--- config.mk ---
export PLATFORM = sky130hd
export DESIGN_NAME = exec_cc_stage
export DESIGN_NICKNAME = d
export VERILOG_FILES = /design/src/rtl/exec_cc_stage.sv
export SDC_FILE = /design/constraint.sdc
export NUM_CORES = 1
export LEC_CHECK = 0
export ABC_AREA = 0
export BUFFER_PORTS_ARGS = -buffer_cell sky130_fd_sc_hd__buf_2
export CAP_MARGIN = 15
export CORE_MARGIN = 2
export CORE_UTILIZATION = 40
export CTS_CLUSTER_SIZE = 30
export DETAILED_ROUTE_END_ITERATION = 7
export GPL_TIMING_DRIVEN = 0
export PLACE_DENSITY_LB_ADDON = 0.05
export SLEW_MARGIN = 0
export SYNTH_ARGS = -nofsm -noshare
export SYNTH_HDL_FRONTEND = slang
export SYNTH_SLANG_ARGS = --single-unit
--- constraint.sdc ---
create_clock -name clk -period 1.7 [get_ports clk]
set_clock_uncertainty 0.05 [all_clocks]
set_input_delay 0.17 -clock clk [delete_from_list [all_inputs] [get_ports clk]]
set_output_delay 0.17 -clock clk [all_outputs]
set_load 0.005 [all_outputs]
--- src/rtl/exec_cc_stage.sv ---
// Y86 execute-stage back end: condition-code register, branch/cmov condition
// evaluation, and the E->M pipeline latch with stall/bubble control.
module exec_cc_stage #(
   parameter int         WIDTH    = 64,
   parameter logic [3:0] RNONE    = 4'hF,
   parameter logic [2:0] CC_RESET = 3'b100
) (
   input  logic             clk,
   input  logic             rst,
   input  logic [3:0]       e_icode,
   input  logic [3:0]       e_ifun,
   input  logic [3:0]       e_stat,
   input  logic [WIDTH-1:0] alu_ans,
   input  logic             alu_ovf,
   input  logic [WIDTH-1:0] e_valA,
   input  logic [3:0]       e_dstE,
   input  logic [3:0]       e_dstM,
   input  logic             m_exc,
   input  logic             W_exc,
   input  logic             M_stall,
   input  logic             M_bubble,
   output logic [2:0]       cc,
   output logic             e_cnd,
   output logic [3:0]       e_dstE_out,
   output logic [3:0]       M_icode,
   output logic             M_cnd,
   output logic [WIDTH-1:0] M_valE,
   output logic [WIDTH-1:0] M_valA,
   output logic [3:0]       M_dstE,
   output logic [3:0]       M_dstM,
   output logic [3:0]       M_stat
);

   localparam logic [3:0] I_NOP  = 4'h1;
   localparam logic [3:0] I_CMOV = 4'h2;
   localparam logic [3:0] I_OPQ  = 4'h6;
   localparam logic [3:0] S_AOK  = 4'h1;

   logic zf, sf, of;
   logic set_cc;

   assign zf = cc[2];
   assign sf = cc[1];
   assign of = cc[0];

   // Any exception already in M or W freezes the flags so squashed work cannot change them.
   assign set_cc = (e_icode == I_OPQ) && !m_exc && !W_exc && (e_stat == S_AOK);

   always_comb begin
      e_cnd = 1'b0;
      case (e_ifun)
         4'h0:    e_cnd = 1'b1;
         4'h1:    e_cnd = (sf ^ of) | zf;
         4'h2:    e_cnd = sf ^ of;
         4'h3:    e_cnd = zf;
         4'h4:    e_cnd = ~zf;
         4'h5:    e_cnd = ~(sf ^ of);
         4'h6:    e_cnd = ~(sf ^ of) & ~zf;
         default: e_cnd = 1'b0;
      endcase
   end

   assign e_dstE_out = ((e_icode == I_CMOV) && !e_cnd) ? RNONE : e_dstE;

   always_ff @(posedge clk) begin
      if (rst) begin
         cc <= CC_RESET;
      end else if (set_cc) begin
         cc <= {(alu_ans == '0), alu_ans[WIDTH-1], alu_ovf};
      end
   end

   // Control contract: M_stall holds every field; M_bubble inserts a nop; stall beats bubble.
   always_ff @(posedge clk) begin
      if (rst || (M_bubble && !M_stall)) begin
         M_icode <= I_NOP;
         M_cnd   <= 1'b0;
         M_valE  <= '0;
         M_valA  <= '0;
         M_dstE  <= RNONE;
         M_dstM  <= RNONE;
         M_stat  <= S_AOK;
      end else if (!M_stall) begin
         M_icode <= e_icode;
         M_cnd   <= e_cnd;
         M_valE  <= alu_ans;
         M_valA  <= e_valA;
         M_dstE  <= e_dstE_out;
         M_dstM  <= e_dstM;
         M_stat  <= e_stat;
      end
   end

endmodule

==> results.md, run 1 <==
- The repair_antennas step left the layout with diodes totalling 0.
- Buffers inserted during clock tree synthesis total 17.
- The finished layout cell area is 9270 sq um.
- Traced cell by cell, the critical path runs through xor2_4 > a2111oi_4 > a211oi_2 > o21ai_2 > buf_6 > nand2b_1 > buf_2.
- From bottom edge to top edge, the die measures 121 um.
- The cell family with the largest share of critical-path delay is compound AO/OA/AOI/OAI gates.
- The largest total area in the synthesized netlist belongs to sky130_fd_sc_hd__dfxtp_1.
- The clock tree from TritonCTS is built.
- For this run, the top clock speed supported by timing is 486 MHz.
- The number of I/O pins is 308.
- The buffering stage count on the worst path with inverters included is 2.
- The final layout contains 1156 nets.
- The maximum clock insertion buffer count is 2.
- The count of final setup violators is 5.
- The clock root buffer is sky130_fd_sc_hd__clkbuf_16.
- Synthesis inferred 148 register bits.
- The max capacitance violation total is 0.
- After detailed routing, the average wire length per cell comes to 15.3 um.
- The number of nets in the synthesized netlist is 683.
- On the worst path, the slowest cell contributes a delay of 0.36 ns.
- The worst setup slack before clock tree synthesis is -0.490 ns.
- The worst vdd rail ir drop is 620 uV.
- In this run the tightest slew margin relative to its limit is 47.5%.
- The number of pins with negative max-slew slack in the final report is 0.
- Row generation in the floorplan step produced 42 rows.
- In the routed layout, each cell is associated on average with a via count of 4.70.
- The largest net degree at the start of global routing is 17.
- The count of buffers added on input and output ports is 306.
- The cell count after synthesis came out at 528.
- Summing all multi-input logic gate instances after layout gives 2390 sq um.
- In the post-synthesis netlist, the cell with the most instances is sky130_fd_sc_hd__dfxtp_1.
- The count of yosys warnings during synthesis is 0.
- The maximum fanout encountered on the critical timing path is 8.
- The die covers 14500 sq um.
- The mean instance size in the synthesized netlist is 10.3 sq um.
- The first detailed-routing pass ran for 6 iterations.
- The final antenna-violating net count is 0.
- The die is 121 um wide.
- Counting flops with an async set or reset pin after synthesis yields a share of 0%.
- For this configuration, the core starts out at a cell density of 41.0%.
- In the post-synthesis netlist, the biggest area contributors are sky130_fd_sc_hd__dfxtp_1, sky130_fd_sc_hd__mux2i_1, sky130_fd_sc_hd__nor2_1.
- The area added between synthesis and finish is 70.7%.
- The synthesized netlist contains 26 unique library cells.
- The initial antenna violation count is 0.
- The final wirelength is 18100 um.
- The remaining routing DRC violations is 0.
- Dividing the final minimum period by the clock period gives 121%.
- The critical path is of the flop to output port type.
- In the final layout, the share of cells above drive strength 1 is 35.2%.
- The total leakage power is 4.71 nW.
- The HPWL after detailed placement is 12800 um.
- The combined flip-flop and latch cell area is 2970 sq um.
- The flow ran to the end, but the final reports show violations.
- The summed instance area of the synthesized netlist is 5430 sq um.
- Setup repair after global routing could not meet its margin everywhere.
- In this run, placement finished with an instance count of 1010.
- The core area is 13200 sq um.
- The completed layout was analyzed and its total power is 8.35 mW.
- The share of Yosys cell area claimed by the top area cell type is 54.6%.
- Routability-driven placement finished with a final weighted congestion of 0.794.
- The number of endpoints with negative hold slack in the final report is 0.
- The worst setup path is captured at an output port.
- Data arrives at the worst endpoint at 1.84 ns.
- The tightest min-delay check is of the input port to flop type.
- Excluding fillers, the count of instances in the completed layout stands at 1187.
- Ranked by instance count, the synthesized netlist is headed by sky130_fd_sc_hd__dfxtp_1, sky130_fd_sc_hd__mux2i_1, sky130_fd_sc_hd__nor2_1.
- In the global route stage, overall resource usage came out at 24.8%.
- The clock period minus final worst setup slack is 2.06 ns.
- The via count of the first global-routing pass is 5710.
- The data required time at the worst endpoint is 1.48 ns.
- The number of clock sinks seen by CTS is 148.
- The most used flip-flop cell after synthesis is sky130_fd_sc_hd__dfxtp_1.
- The DRC violation total after the first TritonRoute iteration is 269.
- The critical path startpoint category is a flop.
- The clock latency at the later pin of the worst-skew pair is 0.41 ns.
- The first global-routing pass estimated 28100 um of wire.
- For this run, the register share of the synthesized area comes to 54.6%.
- The total vias in the final route is 5581.
- After detailed placement, the total cell area comes to 7180 sq um.
- Once routing completed, OpenROAD measured the worst setup slack at -0.356 ns.
- The final-layout fill cell count is 1061.
- The number of H-tree levels is 4.
- After clock tree synthesis, the clock-pin slew on the worst setup and hold paths is 0.05 ns.
- At the pin with the least slew margin, the transition time is 0.787 ns.
- The number of synthesized flops with an enable pin is 0.
- The worst-path cell with the longest stage delay is sky130_fd_sc_hd__dfxtp_4.
- The cell area power density is 901 nW/um^2.
- The final reports fail on setup timing.
- The total global routing overflow is 0.
-- cell usage in the layout (no fill, tap or decap), drive strengths merged, types with 2 or more instances in the layout --
master,instances
clkinv,5
nand2b,5
or4,2
mux2i,142
a21oi,7
buf,318
nor3,9
inv,3
nor4,16
dlygate4sd3,144
nor2,138
nand4,4
clkbuf,48
dfxtp,148
nand2,9
-- cell families (layout without fill, tap and decap cells) --
kind of cell    Yosys count  in the layout  synth area share (%)
compound gates           15             15                  1.80
xor+xnor                  1              1                 0.161
mux                     142            142                  26.2
simple gates            186            186                  14.7
buf+inv                  36            519                  2.63
flops                   148            148                  54.6
-- path summary, 6_finish.rpt --
path,startpoint,to,slack (ns),cells after the start
setup / recovery,cc[0]$_SDFFE_PP0P_,e_dstE_out[1],-0.36,7
hold / removal,e_icode[2],M_icode[2]$_SDFFE_PP0N_,0.02,3
setup reg to reg,cc[0]$_SDFFE_PP0P_,M_cnd$_SDFFE_PP0N_,0.17,6
hold reg to reg,M_icode[0]$_SDFFE_PP1N_,M_icode[0]$_SDFFE_PP1N_,0.42,2
-- timing repair --
item,CTS,global route
hold buffers,144,0
pin swaps,4,2
buffers inserted,4,0
setup endpoints to repair,54,6
gates resized for setup,15,2
endpoints found under the hold margin,145,0
-- per-stage QoR --
stage / utilization [%] / TNS (ns) / hold WS [ns]
floorplan: - / -0.0544 / 0.245
global placement: 54.2 / -39.72 / 0.333
detailed placement: 54.2 / -43.46 / 0.336
CTS: 69.9 / -1.65 / 0.00293
global route: 70.0 / -2.03 / 0.0105
finish: 70.0 / -1.61 / 0.0166
-- area by class of cell --
| class | count | area share (%) |
|---|---|---|
| repair buffers | 454 | 32.4 |
| flip-flops and latches | 148 | 32.1 |
| multi-input cells | 344 | 25.8 |
| clock buffers | 23 | 5.16 |
| well taps | 176 | 2.38 |
| plain buffers | 33 | 1.43 |
| clock inverters | 6 | 0.594 |
| inverters | 3 | 0.122 |
-- worst reg2reg max path, cell delays in order (launching register included) --
cell	delay, ns
sky130_fd_sc_hd__dfxtp_4	0.36
sky130_fd_sc_hd__xor2_4	0.20
sky130_fd_sc_hd__buf_4	0.14
sky130_fd_sc_hd__a211oi_2	0.25
sky130_fd_sc_hd__buf_4	0.16
sky130_fd_sc_hd__a21oi_2	0.05
sky130_fd_sc_hd__a31o_2	0.22
-- layer usage --
metal,global-route usage (%),up-vias,share of wire (%)
met2,44.8,239,51
met4,9.16,0,2.1
met5,0,-,0
li1,-,2751,-
met1,27.3,2563,39
met3,7.55,28,7.9
-- state kept, by name (all words and copies together), names as in the netlist --
signal	count
cc	3
M_stat	4
M_valA	64
M_cnd	1
M_valE	64
M_icode	4
M_dstE	4
M_dstM	4
-- power by group --
part	leakage, nW	internal [mW]	switching, mW
registers	1.22	3.64	0.0842
clock network	0.268	2.09	1.32
logic	3.22	0.679	0.540
No activity file was read; power rests on OpenSTA's default activity.
==> run 2, diff against run 1 <==
- SKIP_CTS_REPAIR_TIMING: not set -> 1
==> run 2 against run 1 <==
The run ends with hold timing, setup timing left. Die area stayed put. Maximum frequency is 1.3% higher. Critical path type unchanged. Utilization is 1.9 points lower. Highest routed layer unchanged. Sequential power hardly changed.
==> results.md, run 2 (synthesized netlist as in run 1, its figures left out) <==
- The flop-to-flop setup slack is 0.26 ns (+0.09 ns).
- The worst vdd rail ir drop is 589 uV (-5.0%).
- The width of the chip is 121 um (unchanged).
- The critical path startpoint category is a flop.
- The number of clock sinks seen by CTS is 148 (unchanged).
- The total leakage power is 4.60 nW (-2.3%).
- The die height is 121 um (unchanged).
- The final reports fail on hold timing, setup timing.
- The max capacitance violation total is 0 (unchanged).
- The worst register-to-register path ends at M_dstE[2]$_SDFFE_PP1N_.
- The worst-path cell with the longest stage delay is sky130_fd_sc_hd__dfxtp_4.
- The final antenna-violating net count is 0 (unchanged).
- The path depth of the worst reg2reg path is 6 (unchanged).
- The largest registers in the layout are M_valA: 64 flops, M_valE: 64 flops.
- The worst hold-check path type is input port to flop.
- The delay of the slowest cell on the worst path is 0.36 ns (about the same).
- The initial antenna violation count was 0 (unchanged).
- The instance count along the most critical hold path is 3 (unchanged).
- The number of I/O pins was 308 (unchanged).
- The aggregate global-route resource usage is 21.9% (-2.9 points).
- The largest net degree at the start of global routing is 17 (unchanged).
- The maximum fanout encountered on the critical timing path came to 8 (unchanged).
- The run finished, with violations left.
- The wire length per cell after detailed routing is 15.2 um (-0.27%).
- The library cells used most frequently in the layout, excluding fill and tap cells, are sky130_fd_sc_hd__buf_2, sky130_fd_sc_hd__dfxtp_1, sky130_fd_sc_hd__mux2i_1.
- The clock transition at the registers of the reported paths is 0.06 ns (about the same).
- Among cell families on the critical path, the largest total delay comes from compound AO/OA/AOI/OAI gates.
- The final setup slack of the worst path is -0.329 ns (+0.0268 ns).
- The source of the worst hold timing path is alu_ans[52].
- The number of search-and-repair iterations in the first detailed-routing pass is 4 (-2).
- The total global routing overflow is 0 (unchanged).
- The portion of the clock cycle consumed by the worst path in the final layout is 119% (-1.6 points).
- The DRC violation total after the first TritonRoute iteration is 286 (+6.3%).
- The signal on the critical path passes through xor2_4 > a2111oi_4 > a211oi_2 > o21ai_2 > buf_6 > nand2b_1 > buf_2.
- The number of H-tree levels is 4 (unchanged).
- The count of final setup violators is 5 (unchanged).
- The clock latency at the later pin of the worst-skew pair was 0.41 ns (about the same).
- Setup repair after global routing could not meet its margin everywhere.
- The number of pins with negative max-slew slack in the final report came to 0 (unchanged).
- The remaining routing DRC violations is 0 (unchanged).
- The global-route wire length before repair is 24400 um (-13%).
- From synthesis to final layout, the design area changed by 66.0%.
- The transition time of the tightest slew-check pin came to 0.779 ns (-0.00823 ns).
- Clock tree synthesis selected as its root buffer the cell sky130_fd_sc_hd__clkbuf_16.
- The clock tree from TritonCTS is built.
- The final wirelength is 17700 um (-2.4%).
- The mean number of vias per cell is 4.68 (-0.52%).
- The detailed placer's ending HPWL is 12800 um (unchanged).
- The total die area was 14500 sq um (unchanged).
- The worst hold path endpoint is M_valE[52]$_SDFFE_PP0N_.
- The total number of nets in the final design is 1131 (-2.2%).
- The core occupancy in the finished layout was 68.0% (-1.9 points).
- The final worst hold slack came to -0.0380 ns (-0.0546 ns).
- The leading cell type in the layout, fill and taps excluded is sky130_fd_sc_hd__buf_2.
- The maximum clock rate is 493 MHz (+1.3%).
- The arrival time of the worst setup path is 1.81 ns (-0.03 ns).
- The type of destination of the critical path is an output port.
- The core area is 13200 sq um (unchanged).
- The relative max-transition margin is 48.1% (+0.55 points).
- The weighted congestion at the end of routability-driven global placement is 0.794 (unchanged).
- The maximum clock insertion buffer count was 2 (unchanged).
- The via count of the first global-routing pass is 4830 (-15%).
- The buffering stage count on the worst path with inverters included came to 2 (unchanged).
- The number of standard-cell rows in the floorplan is 42 (unchanged).
- The diode insertion count for antenna repair came to 0 (unchanged).
- The fraction of layout cells with a size suffix above 1 is 35.7% (+0.49 points).
- The TritonCTS buffer count is 17 (unchanged).
- The launch point of the worst reg-to-reg path is cc[1]$_SDFFE_PP0P_.
- The total vias in the final route is 5435 (-2.6%).
- The cell area power density is 922 nW/um^2 (+2.3%).
- The data required time at the worst endpoint is 1.48 ns (about the same).
- The class of the most critical setup path is flop to output port.
- The sum of internal, switching and leakage power is 8.31 mW (-0.54%).
- The starting density of the core is 41.0% (unchanged).
- The number of endpoints with negative hold slack in the final report is 19 (+19).
- The port buffer count came to 306 (unchanged).
- The clock period minus final worst setup slack came to 2.03 ns (-0.0268 ns).
-- run 2: layout make-up --
cell class | count | area, sq um
multi-input combinational | 344 | 2380
clock buffer | 23 | 478
sequential | 148 | 2970
clock inverter | 6 | 55.1
timing repair buffer | 429 | 2760
inverter | 3 | 11.3
fill | 1101 | 4230
tap | 176 | 220
buffer | 33 | 133
-- run 2: per-stage QoR --
stage               instances  TNS [ns]  area (sq um)  hold WS, ns  setup slack (ns)
global placement         1010    -39.72          7180        0.333            -0.467
floorplan                 528   -0.0544          5430        0.245           -0.0544
CTS                      1039     -4.46          7710      -0.0957            -0.685
finish                   1162     -1.48          9010      -0.0380            -0.329
detailed placement       1010    -43.46          7180        0.336            -0.490
global route             1162     -1.88          9010    -0.000748            -0.404
-- run 2: worst max-delay path by stage --
stage	start	endpoint	slack (ns)	depth (start not counted)
floorplan	e_stat[3]	cc[2]$_SDFFE_PP1P_	-0.05	4
global placement	M_stall	M_dstM[3]$_SDFFE_PP1N_	-0.47	6
detailed placement	M_stall	M_dstM[0]$_SDFFE_PP1N_	-0.49	6
CTS	cc[0]$_SDFFE_PP0P_	e_dstE_out[1]	-0.68	6
global route	cc[1]$_SDFFE_PP0P_	e_dstE_out[1]	-0.40	7
finish	cc[1]$_SDFFE_PP0P_	e_dstE_out[1]	-0.33	7
-- run 2: metal layers --
| layer | wire length (um) | up-vias | part of all wire (%) | track usage (%) |
|---|---|---|---|---|
| met5 | 0 | - | 0 | 0 |
| met4 | 343 | 0 | 1.9 | 8.50 |
| met3 | 1400 | 29 | 7.9 | 7.97 |
| met2 | 8950 | 209 | 51 | 38.7 |
| met1 | 6980 | 2499 | 39 | 23.8 |
| li1 | - | 2698 | - | - |
-- run 2: tightest hold or removal path, delay by kind of cell --
| family | cells | cell delay, ns |
|---|---|---|
| buffers and inverters | 1 | 0.09 |
| AND/OR/NAND/NOR | 1 | 0.07 |
| multiplexers | 1 | 0.06 |
-- run 2: report_power, final --
part / leakage, nW / internal (mW) / switching, mW / total (mW)
clock: 0.268 / 2.09 / 1.33 / 3.41
combinational: 3.12 / 0.643 / 0.525 / 1.17
sequential: 1.22 / 3.64 / 0.0833 / 3.72
==> run 3, diff against run 2 <==
--- a/config.mk
+++ b/config.mk
@@ -14,4 +14,5 @@
 export DETAILED_ROUTE_END_ITERATION = 7
 export GPL_TIMING_DRIVEN = 0
+export MAX_ROUTING_LAYER = met4
 export PLACE_DENSITY_LB_ADDON = 0.05
 export SKIP_CTS_REPAIR_TIMING = 1
==> constraint.sdc (replaced) <==
create_clock -name clk -period 1.7 [get_ports clk]
set_clock_uncertainty 0.05 [all_clocks]
set_input_delay 0.34 -clock clk [delete_from_list [all_inputs] [get_ports clk]]
set_output_delay 0.34 -clock clk [all_outputs]
set_load 0.005 [all_outputs]
==> run 3 against run 2 <==
The run ends with setup timing left. Utilization fell by 9.0 points. Power fell by 2.9%. Via count fell by 8.5%. Critical endpoint is now e_dstE_out[0]. Highest routed layer unchanged.
==> results.md, run 3 (synthesized netlist as in run 1, its figures left out) <==
- The wire length per cell after detailed routing came to 15.4 um (+1.4%).
- The arrival time of the worst setup path came to 1.87 ns (+0.06 ns).
- The largest registers in the layout are M_valA: 64 flops, M_valE: 64 flops.
- The largest net degree at the start of global routing came to 17 (unchanged).
- The worst vdd rail ir drop is 577 uV (-2.0%).
- The initial antenna violation count is 0 (unchanged).
- The number of standard-cell rows in the floorplan is 42 (unchanged).
- The via count of the first global-routing pass is 4990 (+3.3%).
- The total vias in the final route is 4971 (-8.5%).
- The cell area power density was 1030 nW/um^2 (+12%).
- The final worst hold slack came to 0.0895 ns (+0.127 ns).
- The worst hold path begins at e_dstM[3].
- The weighted congestion at the end of routability-driven global placement is 0.770 (-3.0%).
- Clock tree synthesis selected as its root buffer the cell sky130_fd_sc_hd__clkbuf_16.
- The library cell used most frequently in the layout, excluding fill and tap cells, is sky130_fd_sc_hd__buf_2.
- The number of H-tree levels is 4 (unchanged).
- The worst setup path is captured at an output port.
- The number of pins with negative max-slew slack in the final report is 0 (unchanged).
- The post-route non-filler standard cell count is 1044 (-10%).
- The library cells used most frequently in the layout, excluding fill and tap cells, are sky130_fd_sc_hd__buf_2, sky130_fd_sc_hd__dfxtp_1, sky130_fd_sc_hd__mux2i_1.
- The uppermost metal layer occupied by signal nets is met4.
- The width of the chip came to 121 um (unchanged).
- The core area is 13200 sq um (unchanged).
- The setup total negative slack is -2.73 ns (-1.25 ns).
- The clock period minus final worst setup slack was 2.26 ns (+0.232 ns).
- The clock transition at the registers of the reported paths is 0.06 ns (about the same).
- The final setup slack of the worst path is -0.561 ns (-0.232 ns).
- The relative max-transition margin was 47.8% (-0.31 points).
- The global-route wire length before repair is 24700 um (+1.4%).
- The wire length on met3 is 1180 um (-16%).
- The diode insertion count for antenna repair is 0 (unchanged).
- The transition time of the tightest slew-check pin is 0.783 ns (+0.00459 ns).
- The placement-stage cell area came to 7180 sq um (about the same).
- The flop-to-flop setup slack is 0.06 ns (-0.20 ns).
- The clock latency at the later pin of the worst-skew pair was 0.41 ns (about the same).
- The starting density of the core is 41.0% (unchanged).
- Setup repair after global routing could not meet its margin everywhere.
- The number of search-and-repair iterations in the first detailed-routing pass is 4 (unchanged).
- The wire length on met1 is 6390 um (-8.5%).
- The sum of internal, switching and leakage power is 8.07 mW (-2.9%).
- The critical path startpoint category is a flop.
- The total number of nets in the final design was 1011 (-11%).
- The worst register-to-register path ends at M_dstE[0]$_SDFFE_PP1N_.
- The total leakage power is 4.13 nW (-10%).
- The clock tree from TritonCTS is built.
- The finished layout cell area is 7830 sq um (-13%).
- From synthesis to final layout, the design area changed by 44.1%.
- The number of I/O pins is 308 (unchanged).
- The final wirelength is 16100 um (-8.9%).
- The run finished, with violations left.
- The final antenna-violating net count is 0 (unchanged).
- The worst hold path endpoint is M_dstM[3]$_SDFFE_PP1N_.
- The DRC violation total after the first TritonRoute iteration is 171 (-40%).
- The max capacitance violation total is 0 (unchanged).
- The maximum fanout encountered on the critical timing path is 6 (-2).
- The remaining routing DRC violations is 0 (unchanged).
- The path depth of the worst reg2reg path is 6 (unchanged).
- The final reports fail on setup timing.
- The count of final setup violators was 6 (+1).
- The TritonCTS buffer count is 17 (unchanged).
- The total global routing overflow was 0 (unchanged).
- The combined flip-flop and latch cell area is 2970 sq um (-0.17%).
- The met2 wirelength from detailed routing is 8170 um (-8.7%).
- The data required time at the worst endpoint is 1.31 ns (-0.17 ns).
- The setup path with the least slack is of type flop to output port.
- The total instance count after detailed placement is 1010 (unchanged).
- The worst hold-check path type is input port to flop.
- The total die area came to 14500 sq um (unchanged).
- The fraction of layout cells with a size suffix above 1 is 41.1% (+5.4 points).
- The detailed placer's ending HPWL is 12800 um (about the same).
- The number of endpoints with negative hold slack in the final report is 0 (-19).
- The port buffer count is 306 (unchanged).
- The portion of the clock cycle consumed by the worst path in the final layout is 133% (+14 points).
- The die height is 121 um (unchanged).
- The final-layout fill cell count is 1265 (+15%).
- The mean number of vias per cell is 4.76 (+1.8%).
- The maximum clock insertion buffer count is 2 (unchanged).
- The multi-input logic area is 2390 sq um (+0.32%).
- The instance count along the most critical hold path is 3 (unchanged).
- The maximum clock rate is 442 MHz (-10%).
- The launch point of the worst reg-to-reg path is cc[1]$_SDFFE_PP0P_.
- The number of clock sinks seen by CTS was 148 (unchanged).
- The aggregate global-route resource usage is 22.8% (+0.87 points).
==> run 3: through the flow <==
stage	utilization (%)	setup WS, ns
floorplan	-	-0.224
global placement	54.3	-0.645
detailed placement	54.3	-0.682
CTS	58.4	-0.685
global route	59.1	-0.682
finish	59.1	-0.561
==> run 3: critical path, stage by stage (launching register included) <==
cell and delay (ns):
sky130_fd_sc_hd__dfxtp_2 0.35, sky130_fd_sc_hd__xor2_4 0.20, sky130_fd_sc_hd__a2111oi_4 0.33, sky130_fd_sc_hd__a211oi_2 0.08
sky130_fd_sc_hd__o21ai_2 0.29, sky130_fd_sc_hd__nand2b_1 0.08, sky130_fd_sc_hd__buf_2 0.13
==> run 3: per-layer routing <==
metal  global-route usage (%)  up-vias
li1                         -     2457
met1                     24.8     2293
met2                     38.8      194
met3                     6.98       27
met4                     9.16        0
met5                        -        -
==> run 3: layout make-up <==
class | instances | share of cell area (%)
buffer | 33 | 1.81
clock buffer | 27 | 6.68
clock inverter | 4 | 0.256
inverter | 3 | 0.144
multi-input combinational | 344 | 30.5
sequential | 148 | 37.9
tap | 176 | 2.81
timing repair buffer | 309 | 19.9
==> run 3: worst max path at each step <==
stage	from	to	slack, ns	cells past startpoint
2_1_floorplan	e_stat[3]	cc[2]$_SDFFE_PP1P_	-0.22	4
3_3_place_gp	M_stall	M_dstM[1]$_SDFFE_PP1N_	-0.65	6
3_5_place_dp	M_stall	M_icode[0]$_SDFFE_PP1N_	-0.68	6
4_1_cts	cc[0]$_SDFFE_PP0P_	e_dstE_out[0]	-0.69	6
5_1_grt	cc[1]$_SDFFE_PP0P_	e_dstE_out[0]	-0.68	6
6_report	cc[1]$_SDFFE_PP0P_	e_dstE_out[0]	-0.56	6
==> run 3: where the power goes <==
group | internal [mW] | switching [mW]
clock network | 2.08 | 1.32
registers | 3.64 | 0.0832
logic | 0.462 | 0.474
total | 6.19 | 1.88
